$ cat config.mk
export PLATFORM = sky130hd
export DESIGN_NAME = seq_divider_flat
export DESIGN_NICKNAME = d
export VERILOG_FILES = /design/src/rtl/seq_divider_if.sv /design/src/rtl/seq_divider.sv /design/src/flat_wrapper.sv
export SDC_FILE = /design/constraint.sdc
export NUM_CORES = 1
export LEC_CHECK = 0
export CORE_ASPECT_RATIO = 1.75
export CORE_UTILIZATION = 51
export CTS_CLUSTER_DIAMETER = 100
export DETAILED_ROUTE_END_ITERATION = 7
export PLACE_DENSITY = 0.77
export SYNTH_ARGS = -nofsm -noshare
export SYNTH_HDL_FRONTEND = slang
export SYNTH_SLANG_ARGS = --single-unit
$ cat constraint.sdc
create_clock -name clk -period 2.4 [get_ports clk]
set_input_delay 0.48 -clock clk [delete_from_list [all_inputs] [get_ports clk]]
set_output_delay 0.48 -clock clk [all_outputs]
set_load 0.05 [all_outputs]
$ cat src/rtl/seq_divider_if.sv
// seq_divider_if: start/operand request and result bundle for seq_divider.
// The requester drives through the master modport, the divider through slave.
interface seq_divider_if #(
  parameter int unsigned N = 4
) ();

  logic         start;
  logic [N-1:0] dividend;
  logic [N-1:0] divisor;
  logic         busy;
  logic         done;
  logic [N-1:0] quotient;
  logic [N-1:0] remainder;
  logic         div_by_zero;

  modport master (
    output start, dividend, divisor,
    input  busy, done, quotient, remainder, div_by_zero
  );

  modport slave (
    input  start, dividend, divisor,
    output busy, done, quotient, remainder, div_by_zero
  );

endinterface

$ cat src/rtl/seq_divider.sv
// seq_divider: multi-cycle restoring divider, one quotient bit per clock.
// Results are registered on entry to DONE and held until the next DONE.
// Optional macro SEQ_DIVIDER_SIGNED_EN: two's complement operands via
// magnitude pre-step and sign fix-up on entry to DONE (truncation toward zero).
module seq_divider #(
  parameter int unsigned N = 4
) (
  input logic          clk,
  input logic          rst,
  seq_divider_if.slave bus
);

  localparam int unsigned CW = $clog2(N);
  localparam logic [CW-1:0] LastCnt = CW'(N - 1);

  typedef enum logic [1:0] {StIdle, StRun, StDone} state_e;

  state_e        r_state, w_state_nxt;
  logic [CW-1:0] r_count;
  logic [N-1:0]  r_rem;        // partial remainder
  logic [N-1:0]  r_quo;        // dividend bits shift out MSB, quotient bits shift in LSB
  logic [N-1:0]  r_dvs;
  logic [N-1:0]  r_quotient;
  logic [N-1:0]  r_remainder;
  logic          r_dbz;

  logic          w_accept;
  logic          w_dvs_zero;
  logic [N-1:0]  w_dvd_mag;
  logic [N-1:0]  w_dvs_mag;
  logic [N:0]    w_shift;
  logic [N+1:0]  w_diff;
  logic          w_ge;
  logic [N-1:0]  w_rem_nxt;
  logic [N-1:0]  w_quo_nxt;
  logic [N-1:0]  w_quo_fin;
  logic [N-1:0]  w_rem_fin;

  assign w_accept   = (r_state == StIdle) && bus.start;
  assign w_dvs_zero = (bus.divisor == '0);

  // One restoring step: shift in next dividend bit, trial-subtract, keep on no borrow.
  assign w_shift   = {r_rem, r_quo[N-1]};
  assign w_diff    = {1'b0, w_shift} - {2'b00, r_dvs};
  assign w_ge      = ~w_diff[N+1];
  assign w_rem_nxt = N'(w_ge ? w_diff : {1'b0, w_shift});
  assign w_quo_nxt = {r_quo[N-2:0], w_ge};

`ifdef SEQ_DIVIDER_SIGNED_EN
  logic r_neg_q;
  logic r_neg_r;

  assign w_dvd_mag = bus.dividend[N-1] ? -bus.dividend : bus.dividend;
  assign w_dvs_mag = bus.divisor[N-1]  ? -bus.divisor  : bus.divisor;
  assign w_quo_fin = r_neg_q ? -w_quo_nxt : w_quo_nxt;
  assign w_rem_fin = r_neg_r ? -w_rem_nxt : w_rem_nxt;

  // Record operand signs on the accepted start; held through RUN.
  always_ff @(posedge clk or posedge rst) begin
    if (rst) begin
      r_neg_q <= 1'b0;
      r_neg_r <= 1'b0;
    end else if (w_accept) begin
      r_neg_q <= bus.dividend[N-1] ^ bus.divisor[N-1];
      r_neg_r <= bus.dividend[N-1];
    end
  end
`else
  assign w_dvd_mag = bus.dividend;
  assign w_dvs_mag = bus.divisor;
  assign w_quo_fin = w_quo_nxt;
  assign w_rem_fin = w_rem_nxt;
`endif

  // State register.
  always_ff @(posedge clk or posedge rst) begin
    if (rst) begin
      r_state <= StIdle;
    end else begin
      r_state <= w_state_nxt;
    end
  end

  // Next-state and handshake outputs.
  always_comb begin
    w_state_nxt = r_state;
    bus.busy    = 1'b0;
    bus.done    = 1'b0;
    case (r_state)
      StIdle: begin
        if (bus.start) begin
          w_state_nxt = w_dvs_zero ? StDone : StRun;
        end
      end
      StRun: begin
        bus.busy = 1'b1;
        if (r_count == '0) begin
          w_state_nxt = StDone;
        end
      end
      StDone: begin
        bus.done    = 1'b1;
        w_state_nxt = StIdle;
      end
      default: w_state_nxt = StIdle;
    endcase
  end

  // Working registers and result registers; results change only on entry to DONE.
  always_ff @(posedge clk or posedge rst) begin
    if (rst) begin
      r_count     <= '0;
      r_rem       <= '0;
      r_quo       <= '0;
      r_dvs       <= '0;
      r_quotient  <= '0;
      r_remainder <= '0;
      r_dbz       <= 1'b0;
    end else begin
      case (r_state)
        StIdle: begin
          if (bus.start) begin
            r_count <= LastCnt;
            r_rem   <= '0;
            r_quo   <= w_dvd_mag;
            r_dvs   <= w_dvs_mag;
            if (w_dvs_zero) begin
              r_quotient  <= '1;
              r_remainder <= bus.dividend;
              r_dbz       <= 1'b1;
            end else begin
              r_dbz <= 1'b0;
            end
          end
        end
        StRun: begin
          r_rem <= w_rem_nxt;
          r_quo <= w_quo_nxt;
          if (r_count == '0) begin
            r_quotient  <= w_quo_fin;
            r_remainder <= w_rem_fin;
          end else begin
            r_count <= r_count - CW'(1);
          end
        end
        default: ;
      endcase
    end
  end

  assign bus.quotient    = r_quotient;
  assign bus.remainder   = r_remainder;
  assign bus.div_by_zero = r_dbz;

endmodule

$ cat src/flat_wrapper.sv
// flat-port wrapper written by rule: the top's interface ports become plain ports
module seq_divider_flat 
#(
  parameter int unsigned N = 4
)
  (clk, rst, bus_start, bus_dividend, bus_divisor, bus_busy, bus_done, bus_quotient, bus_remainder, bus_div_by_zero);
  seq_divider_if #(.N(N)) bus_i ();
  input logic clk;
  input logic rst;
  input wire logic [$bits(bus_i.start)-1:0] bus_start;
  input wire logic [$bits(bus_i.dividend)-1:0] bus_dividend;
  input wire logic [$bits(bus_i.divisor)-1:0] bus_divisor;
  output wire logic [$bits(bus_i.busy)-1:0] bus_busy;
  output wire logic [$bits(bus_i.done)-1:0] bus_done;
  output wire logic [$bits(bus_i.quotient)-1:0] bus_quotient;
  output wire logic [$bits(bus_i.remainder)-1:0] bus_remainder;
  output wire logic [$bits(bus_i.div_by_zero)-1:0] bus_div_by_zero;
  assign bus_i.start = bus_start;
  assign bus_i.dividend = bus_dividend;
  assign bus_i.divisor = bus_divisor;
  assign bus_busy = bus_i.busy;
  assign bus_done = bus_i.done;
  assign bus_quotient = bus_i.quotient;
  assign bus_remainder = bus_i.remainder;
  assign bus_div_by_zero = bus_i.div_by_zero;
  seq_divider #(.N(N)) u_core (.clk(clk), .rst(rst), .bus(bus_i));
endmodule
After elaboration in Yosys (flattened, before gate mapping):

Cells that the tools add are included.

* word-level logic and storage cells: 49
* register bits: 25
* output and inout port bits: 11

* reduce and logical (&&, ||, !) cells: 9
* eq/ne operators: 6
* mux-type cells: 23
* bitwise gates (word level): 1
* $add $sub $neg: 2

Operators with widths (count)
* 4-bit two-way mux: 9
* 4-bit one-hot mux with 2 select lines: 4
* 2-bit two-way mux: 5
* 2-bit one-hot mux with 2 select lines: 2
* 2-bit AND reduction: 3
* 5-bit by 4-bit subtractor with 6-bit output: 1
* 2-bit zero test: 2
* 4-bit zero test: 1
* 2-bit by 1-bit != test with 1-bit output (second input constant): 2
* 2-bit != test (second input constant): 2
* 4-bit AND reduction: 1
* 1-bit two-way mux: 3
* 3-bit AND reduction: 1
* 2-bit by 1-bit == test with 1-bit output (second input constant): 1
* 2-bit == test (second input constant): 1
* 2-bit nonzero test: 1
* 2-bit by 1-bit subtractor with 2-bit output (second input constant): 1
* 1-bit inverter: 1

Logic depth before layout (Yosys ltp):

Gate-level depths: netlist of run 1.

* depth in word-level cells: 4
* depth in mapped cells: 8
* depth with buffers taken out: 8

Worst setup path after synthesis of run 1:

OpenSTA, ideal clock, no wires.

* path type: register -> register
* start point: reg u_core.r_rem[0]
* end point: reg u_core.r_remainder[1] (netlist: u_core.bus.remainder[1])
* required time: 2.318 ns
* arrival: 1.780 ns
* slack: 0.538 ns
* stages on the path, launching flop included: 7
* path buffers: 0
* path through: dfrtp_1 > ha_1 > nor2b_1 > o31a_1 > nor3_2 > mux2_2 > a31oi_1

* cells in the longest elaborated chain, start to end: 4

RTL lines
* from (decl): RTL line seq_divider.sv:20 `logic [N-1:0] r_rem;`
* from (signal assigned): RTL line seq_divider.sv:137 `r_rem <= w_rem_nxt;`
* 5-bit by 4-bit subtractor with 6-bit output: RTL line seq_divider.sv:44 `assign w_diff = {1'b0, w_shift} - {2'b00, r_dvs};`
* 4-bit two-way mux (*): RTL line seq_divider.sv:46 `assign w_rem_nxt = N'(w_ge ? w_diff : {1'b0, w_shift});`
* 4-bit two-way mux (*): RTL line seq_divider.sv:139 `if (r_count == '0) begin`
* 4-bit one-hot mux with 2 select lines (*): RTL line seq_divider.sv:120 `case (r_state)`
* to (signal assigned): RTL line seq_divider.sv:129 `r_remainder <= bus.dividend;`
* to (signal assigned): RTL line seq_divider.sv:141 `r_remainder <= w_rem_fin;`
* to (decl): RTL line seq_divider.sv:24 `logic [N-1:0] r_remainder;`

Every way passes the cells marked *; elsewhere a longest branch is shown, timed or not. The select of a mux whose other input is x is not followed.
A chain may end at the register's enable or synchronous reset.

Final worst setup path of run 1:

* start point: reg u_core.r_state[1]
* end point: out bus_done

* cells in the longest elaborated chain, start to end: 2

RTL lines
* from (decl): RTL line seq_divider.sv:18 `state_e r_state, w_state_nxt;`
* from (signal assigned): RTL line seq_divider.sv:78 `r_state <= StIdle;`
* from (signal assigned): RTL line seq_divider.sv:80 `r_state <= w_state_nxt;`
* 2-bit == test: RTL line seq_divider.sv:89 `case (r_state)`
* 1-bit two-way mux: RTL line seq_divider.sv:89
* to (decl): RTL line flat_wrapper.sv:14 `output wire logic [$bits(bus_i.done)-1:0] bus_done;`

No other way between the ends.

==> results of run 1 <==
## layout make-up
cell class / instances / area share
Inverter: 9 / 0.0214
Clock inverter: 1 / 0.00317
Timing Repair Buffer: 26 / 0.163
Clock buffer: 3 / 0.0262
Tap cell: 25 / 0.0198
Multi-Input combinational cell: 94 / 0.369
Sequential cell: 25 / 0.397
## per-layer routing
| layer | share of wire | vias to the layer above | global-route usage |
|---|---|---|---|
| met4 | 0.024 | 0 | 0.112 |
| met2 | 0.50 | 20 | 0.344 |
| met3 | 0.027 | 6 | 0.0325 |
| met5 | 0 | - | 0 |
| li1 | - | 497 | - |
| met1 | 0.44 | 456 | 0.271 |
## worst max-delay path by stage
stage	slack, ps	to	cells after the start
3_3_place_gp	280	u_core.bus.remainder[0]	6
5_1_grt	180	bus_done	2
2_1_floorplan	540	u_core.bus.remainder[1]	6
3_5_place_dp	270	u_core.bus.remainder[0]	6
4_1_cts	250	bus_done	2
6_report	270	bus_done	2
## flip-flops by register name, indices dropped and copies added (netlist names)
name and cells:
u_core.bus.div_by_zero 1, u_core.r_dvs 4, u_core.r_quo 4, u_core.r_count 2, u_core.bus.remainder 4, u_core.r_state 2, u_core.r_rem 4, u_core.bus.quotient 4
## kinds of logic (layout without fill, tap and decap cells)
kind of cell             Yosys count  count (layout)
flip-flops                        25              25
XOR/XNOR                           1               1
multiplexers                       2               2
buffers and inverters             14              39
AO/OA/AOI/OAI                     25              25
AND/OR/NAND/NOR                   60              60
adder cells (fa/ha/maj)            6               6
## stage by stage
stage                     hold slack (ps)  setup WS, ps  instance area (µm²)  instances
after floorplan                       445           538                 1280        133
after CTS                             489           253                 1580        183
after global placement                461           277                 1530        179
final                                 483           267                 1580        183
after detailed placement              470           267                 1530        179
after global routing                  507           180                 1580        183
## cells in the mapped netlist, drive strengths merged, types with 2 or more instances
master,number,share of area
nor4,2,0.022
inv,9,0.026
a31oi,5,0.025
buf,3,0.022
nor2b,2,0.0098
a21oi,9,0.053
nand2,31,0.093
clkbuf,2,0.0059
ha,5,0.049
nor3,5,0.024
dfrtp,25,0.49
o21ai,4,0.016
nor2,14,0.041
## power breakdown
| group | total (mW) | switching (mW) | internal [mW] |
|---|---|---|---|
| sequential | 0.745 | 0.124 | 0.622 |
| clock | 0.246 | 0.130 | 0.116 |
| combinational | 1.48 | 0.880 | 0.598 |
==> run_results.csv, run 1 <==
group,metric,value,unit
run_status,status,"finished, final reports clean",
worst_setup_path,startpoint,"u_core.r_state[1]",
die,start_util,0.548,
grt,grt.total_usage,0.216,
run,max_cap_viol_count,0,
synthesis,synth_top_family_by_area,"simple AND/OR/NAND/NOR gates",
cts,path_clk_slew,90,ps
sta,skew,2.45,ps
synthesis,yosys.area_share.xor_xnor,0.00686,
worst_setup_path,path_cells,"nor2b_1 > clkdlybuf4s50_1",
die,boundaryPins,22,
worst_setup_path,worstReg2RegEnd,"u_core.bus.remainder[1]",
cells_and_area,final_common_cell,"nand2_1",
place,dp_hpwl,1.88,mm
cts,clock_latency,260,ps
worst_setup_path,r2r_setup_slack,320,ps
sta,maxSlewViolCount,0,
worst_setup_path,cp_data_required_time,1920,ps
sta,hold_violations,0,
pwr,irDropWorstVdd,0.00104,V
synthesis,synth_fa_ha_area_frac,0.0647,
cts,cts_setup_buffers,0,
grt,grt_overflow,0,
hold_path,hold_start,"u_core.r_count[0]",
cts,numClockSinks,25,
sta,max_freq,0.469,GHz
place,port-buffer-count,21,
route,drc,0,
cells_and_area,final_util,0.676,
synthesis,synth-simple-area-share,0.228,
cts,cts_tree,"built",
pwr,power.leakage,0.715,nW
worst_setup_path,crit_path_start_kind,"register",
cells_and_area,multiInputGateArea,582,µm²
hold_path,min_path_type,"reg -> reg",
die,dieHeight,68.2,µm
worst_setup_path,cp.arrival,1650,ps
synthesis,yosysSeqAreaShare,0.490,
worst_setup_path,cp_max_fo,4,
sta,rsz0062_at_grt,"false",
synthesis,async_reset_ff_frac,1.00,
worst_setup_path,r2r_cells,7,
synthesis,ys_seq_elements,25,
cts,root_buffer,"clkbuf_8",
synthesis,netlist_area,1280,µm²
cts,hold_buffers,0,
sta,period_share,0.889,
cells_and_area,fillerInstances,178,
synthesis,ys_warn_count,0,
grt,grt_pass1_vias,899,
die,die_w,39.8,µm
route,via_per_inst,5.35,
route,wl_per_cell,13.3,µm
route,postRouteAntennaNets,0,
cells_and_area,final_cell_mix,"nand2_1, dfrtp_1, clkdlybuf4s50_1",
cells_and_area,register_area,626,µm²
cells_and_area,layout-drive-gt1-share,0.133,
synthesis,syn_nets,150,
grt,grt_max_degree,26,
worst_setup_path,r2r_start,"u_core.r_dvs[1]",
synthesis,synthMuxAreaShare,0.0167,
cells_and_area,finalNetCount,176,
cts,ctsResizeCount,0,
worst_setup_path,worst-setup-path-type,"reg -> out",
die,std_cell_rows,23,
place,place_congestion,0.786,
grt,grt_pass1_wl,4.00,mm
worst_setup_path,crit_family,"buffers and inverters",
synthesis,syn_avg_cell_area,9.60,µm²
hold_path,hold_end,"u_core.r_count[0]",
cells_and_area,area_growth,23.5,%
route,drtIter0Drc,10,
cts,cts_buffers,3,
hold_path,min_path_cells,1,
worst_setup_path,end_kind,"output port",
route,wl,2.44,mm
sta,fin_crit,2130,ps
route,vias,979,
route,drt_first_pass_iters,4,
die,die_area,2710,µm²
cells_and_area,diodes,0,
sta,tightestPinTransition,515,ps
worst_setup_path,worst_path_largest_cell_delay,810,ps
synthesis,synth-compound-area-share,0.139,
sta,setup_viol,0,
die,core_area,2330,µm²
synthesis,synthCells,133,
worst_setup_path,cp_num_buf_inv,1,
synthesis,synth_ff_type,"dfrtp_1",
synthesis,synth.distinct_cells,36,
sta,fin_setup_tns,0,ps
grt,antenna_found_initial,0,
synthesis,synth-edff-count,0,
cts,htree_levels,1,
worst_setup_path,crit_slowest_cell,"clkdlybuf4s50_1",
sta,slew_headroom,0.656,
pwr,total_power,2.47,mW
cts,clk_path_buf_depth,2,
pwr,pwr_density_cell,1570,nW/µm²
(Power assumes the default switching activity.)
==> run 2, diff against run 1 <==
Settings changed: CTS_BUF_LIST set to sky130_fd_sc_hd__clkbuf_16, CTS_CLUSTER_DIAMETER 100 to unset.
==> run 2 against run 1 <==
Against the previous run:
- non-clock buffer count unchanged
- global-route usage increased by 1.2 points
- combinational power about the same
- first-iteration DRC count increased to 2.5 times the previous value
- routed wire length increased by 7.8%
- cell count unchanged
- critical path type unchanged
- critical endpoint unchanged
- largest power group unchanged
==> run_results.csv, run 2 (synthesis results as in run 1) <==
group,metric,value,unit
run_status,status,"finished, final reports clean",
grt,grt_pass1_vias,952,
hold_path,min_path_cells,1,
sta,fin_crit,2120,ps
worst_setup_path,r2r_setup_slack,320,ps
worst_setup_path,crit_path_start_kind,"register",
cts,cts_buffers,3,
cts,clk_path_buf_depth,2,
sta,fin_setup_tns,0,ps
sta,period_share,0.883,
cts,cts_setup_buffers,0,
worst_setup_path,worst-setup-path-type,"reg -> out",
sta,maxSlewViolCount,0,
route,via_per_inst,5.46,
die,core_area,2330,µm²
worst_setup_path,r2r_cells,7,
worst_setup_path,cp_max_fo,4,
route,wl,2.63,mm
place,post-place-ws,267,ps
cells_and_area,final_util,0.691,
cts,numClockSinks,25,
place,port-buffer-count,21,
worst_setup_path,cp_data_required_time,1920,ps
die,start_util,0.548,
die,die_area,2710,µm²
cts,htree_levels,1,
cts,cts_tree,"built",
sta,tightestPinTransition,510,ps
sta,fin_ws,281,ps
route,wl_per_cell,14.4,µm
place,dp_hpwl,1.88,mm
cells_and_area,area_growth,26.2,%
sta,hold_violations,0,
pwr,power.leakage,0.731,nW
grt,grt_pass1_wl,4.22,mm
grt,antenna_found_initial,0,
worst_setup_path,end_kind,"output port",
cells_and_area,layout-drive-gt1-share,0.133,
worst_setup_path,cp.arrival,1640,ps
run,max_cap_viol_count,0,
cells_and_area,final_cell_mix,"nand2_1, dfrtp_1, clkdlybuf4s50_1",
place,place_congestion,0.786,
cts,clock_latency,250,ps
pwr,irDropWorstVdd,0.00105,V
route,top_layer,"met4",
die,std_cell_rows,23,
route,route.met3.wl,107,µm
die,die_w,39.8,µm
route,drtIter0Drc,25,
sta,slew_headroom,0.659,
hold_path,min_path_type,"reg -> reg",
cts,root_buffer,"clkbuf_16",
sta,skew,5.88,ps
pwr,pwr_density_cell,1620,nW/µm²
route,vias,999,
grt,grt.total_usage,0.228,
grt,grt_overflow,0,
sta,max_freq,0.472,GHz
die,dieHeight,68.2,µm
die,boundaryPins,22,
cts,path_clk_slew,60,ps
cts,hold_buffers,0,
cells_and_area,diodes,0,
route,wl_met2,1.43,mm
route,postRouteAntennaNets,0,
route,met1Wirelength,1.05,mm
route,drc,0,
grt,grt_max_degree,26,
sta,rsz0062_at_grt,"false",
cts,ctsResizeCount,0,
cells_and_area,final_common_cell,"nand2_1",
route,drt_first_pass_iters,4,
cells_and_area,fillerInstances,172,
cells_and_area,finalNetCount,176,
sta,setup_viol,0,
## run 2: cell counts in the layout (fill, tap and decap cells not counted)
No cell type changed its count.
## run 2: cell type report
type / count / area (µm²) / share of cell area
repair buffers: 26 / 258 / 0.160
multi-input cells: 94 / 582 / 0.361
flip-flops and latches: 25 / 626 / 0.389
clock inverters: 1 / 5.00 / 0.00311
clock buffers: 3 / 75.1 / 0.0466
inverters: 9 / 33.8 / 0.0210
well taps: 25 / 31.3 / 0.0194
## run 2: layer usage
layer  vias to the layer above  track usage
li1                        495            -
met1                       470        0.269
met2                        30        0.383
met3                         4       0.0390
met4                         0        0.108
met5                         -            0
## run 2: worst paths after layout
kind,from,endpoint
hold reg to reg,u_core.r_count[0],u_core.r_count[0]
setup reg to reg,u_core.r_dvs[1],u_core.bus.remainder[1]
min in group asynchronous,rst,u_core.r_state[0]
setup / recovery,u_core.r_state[1],bus_done
max in group asynchronous,rst,u_core.bus.remainder[0]
hold / removal,u_core.r_count[0],u_core.r_count[0]
## run 2: power breakdown
| part | switching (mW) | internal, mW |
|---|---|---|
| sequential | 0.126 | 0.623 |
| combinational | 0.903 | 0.597 |
| clock | 0.138 | 0.224 |
## run 2: critical path, cell delays in order (launching register included)
cell and delay, ps:
dfrtp_1 430, nor2b_1 150, clkdlybuf4s50_1 810
## run 2: through the flow
step                instances  total power, mW  hold WS (ps)  instance area, µm²
floorplan                 133             1.83           445                1280
global placement          179             2.19           461                1530
detailed placement        179             2.24           470                1530
CTS                       183             2.63           485                1610
global route              183             2.81           502                1610
finish                    183             2.61           478                1610
==> run 3, diff against run 2 <==
Settings changed: ABC_AREA set to 0, CORE_UTILIZATION 51 to 35, PLACE_DENSITY 0.77 to unset.
==> run 3 against run 2 <==
Against the previous run:
- utilization is 21 points lower
- via count is 1.2% higher
- first-iteration DRC count is 60% lower
- global-route usage is 6.4 points lower
- cell count is 11% higher
- total power is 1.1% lower
- sequential share of layout area is 0.74 points lower
- sequential power hardly changed
- sequential cell count stayed put
- routed wire length is 1.1% lower
- maximum frequency is 1.2% lower
- setup slack worse by 25 ps
- critical endpoint unchanged
- largest power group unchanged
- highest routed layer unchanged
==> run_results.csv, run 3 (synthesis results as in run 1) <==
group,metric,value,unit
grt,grt_max_degree,26,
worst_setup_path,worst-setup-path-type,"reg -> out",
sta,rsz0062_at_grt,"false",
cells_and_area,area_growth,28.6,%
pwr,p_sw,1.14,mW
hold_path,min_path_type,"reg -> reg",
sta,period_share,0.893,
cells_and_area,finalNetCount,177,
worst_setup_path,end_kind,"output port",
sta,max_freq,0.466,GHz
die,die_area,3900,µm²
route,via_per_inst,4.96,
worst_setup_path,cp_max_fo,4,
cts,path_clk_slew,60,ps
pwr,switching_share,0.440,
grt,grt_pass1_wl,4.54,mm
place,place_congestion,0.818,
run,max_cap_viol_count,0,
route,vias,1011,
cells_and_area,final_common_cell,"nand2_1",
pwr,power.leakage,0.737,nW
cells_and_area,final_cells,204,
sta,fin_ws,256,ps
route,met1Wirelength,1.05,mm
place,port-buffer-count,21,
place,dp_hpwl,2.08,mm
die,die_w,47.6,µm
pwr,p_clk_frac,0.140,
sta,tightestPinTransition,500,ps
sta,slew_headroom,0.663,
cells_and_area,fillerInstances,357,
worst_setup_path,cp.arrival,1660,ps
sta,fin_setup_tns,0,ps
cells_and_area,final_area,1640,µm²
die,dieHeight,81.9,µm
grt,grt.total_usage,0.164,
cts,cts_setup_buffers,0,
pwr,p_seq_frac,0.290,
route,postRouteAntennaNets,0,
place,dpl.cell_count,200,
route,wl_met2,1.41,mm
grt,grt_pass1_vias,1023,
sta,setup_viol,0,
cells_and_area,layout-drive-gt1-share,0.132,
cts,clk_path_buf_depth,2,
place,post-place-ws,163,ps
route,top_layer,"met4",
sta,fin_crit,2140,ps
cts,htree_levels,1,
route,wl_per_cell,12.8,µm
sta,maxSlewViolCount,0,
cts,ctsResizeCount,0,
die,boundaryPins,22,
cts,clock_latency,250,ps
die,std_cell_rows,28,
route,drt_first_pass_iters,4,
route,route.met3.wl,77,µm
pwr,internal-power,1.45,mW
sta,hold_violations,0,
cells_and_area,diodes,0,
route,drtIter0Drc,10,
grt,antenna_found_initial,0,
place,placed_area,1560,µm²
die,start_util,0.372,
worst_setup_path,crit_path_start_kind,"register",
worst_setup_path,cp_data_required_time,1920,ps
sta,skew,2.55,ps
cts,numClockSinks,25,
pwr,pwr-share-comb,0.571,
run_status,status,"finished, final reports clean",
route,drc,0,
cts,root_buffer,"clkbuf_16",
die,core_area,3430,µm²
pwr,pwr_density_cell,1570,nW/µm²
cells_and_area,final_cell_mix,"nand2_1, dfrtp_1, clkdlybuf4s50_1",
route,wl,2.60,mm
cts,cts_tree,"built",
cts,cts_buffers,3,
pwr,irDropWorstVdd,0.000602,V
cts,hold_buffers,0,
grt,grt_overflow,0,
[run 3: worst max-delay path, cell delays in order, from the launching register on]
cell,delay [ps]
dfrtp_1,430
nor2b_1,160
clkdlybuf4s50_1,810
[run 3: final cells by class]
type,instances,area [µm²],area share
Clock buffer,3,75.1,0.0457
Clock inverter,1,3.75,0.00229
Inverter,9,33.8,0.0206
Multi-Input combinational cell,94,582,0.354
Sequential cell,25,626,0.381
Tap cell,45,56.3,0.0343
Timing Repair Buffer,27,265,0.162
[run 3: power groups by stage]
stage | sequential (mW) | clock [mW] | combinational (mW)
2_1_floorplan | 0.951 | 0 | 0.881
3_5_place_dp | 0.757 | 0 | 1.48
4_1_cts | 0.749 | 0.370 | 1.49
5_1_grt | 0.774 | 0.388 | 1.64
6_report | 0.748 | 0.361 | 1.47
3_3_place_gp | 0.752 | 0 | 1.46
[run 3: through the flow]
step,hold WS (ps),total power [mW],utilization
finish,483,2.58,0.478
global route,501,2.80,0.478
CTS,482,2.61,0.478
detailed placement,475,2.24,0.455
global placement,456,2.21,0.455
floorplan,445,1.83,-
[run 3: routing by layer]
| metal | GRT usage | vias up |
|---|---|---|
| li1 | - | 501 |
| met1 | 0.186 | 482 |
| met2 | 0.279 | 22 |
| met3 | 0.0220 | 6 |
| met4 | 0.0944 | 0 |
| met5 | 0 | - |
[run 3: final timing paths]
kind                              startpoint                      end  slack (ps)  cells after the start
min                        u_core.r_count[0]        u_core.r_count[0]         480                      1
max in group asynchronous                rst  u_core.bus.remainder[0]        1590                      3
min reg2reg                u_core.r_count[0]        u_core.r_count[0]         480                      1
max reg2reg                  u_core.r_dvs[1]  u_core.bus.remainder[1]         360                      7
max                        u_core.r_state[1]                 bus_done         260                      2
min in group asynchronous                rst        u_core.r_state[0]         570                      3
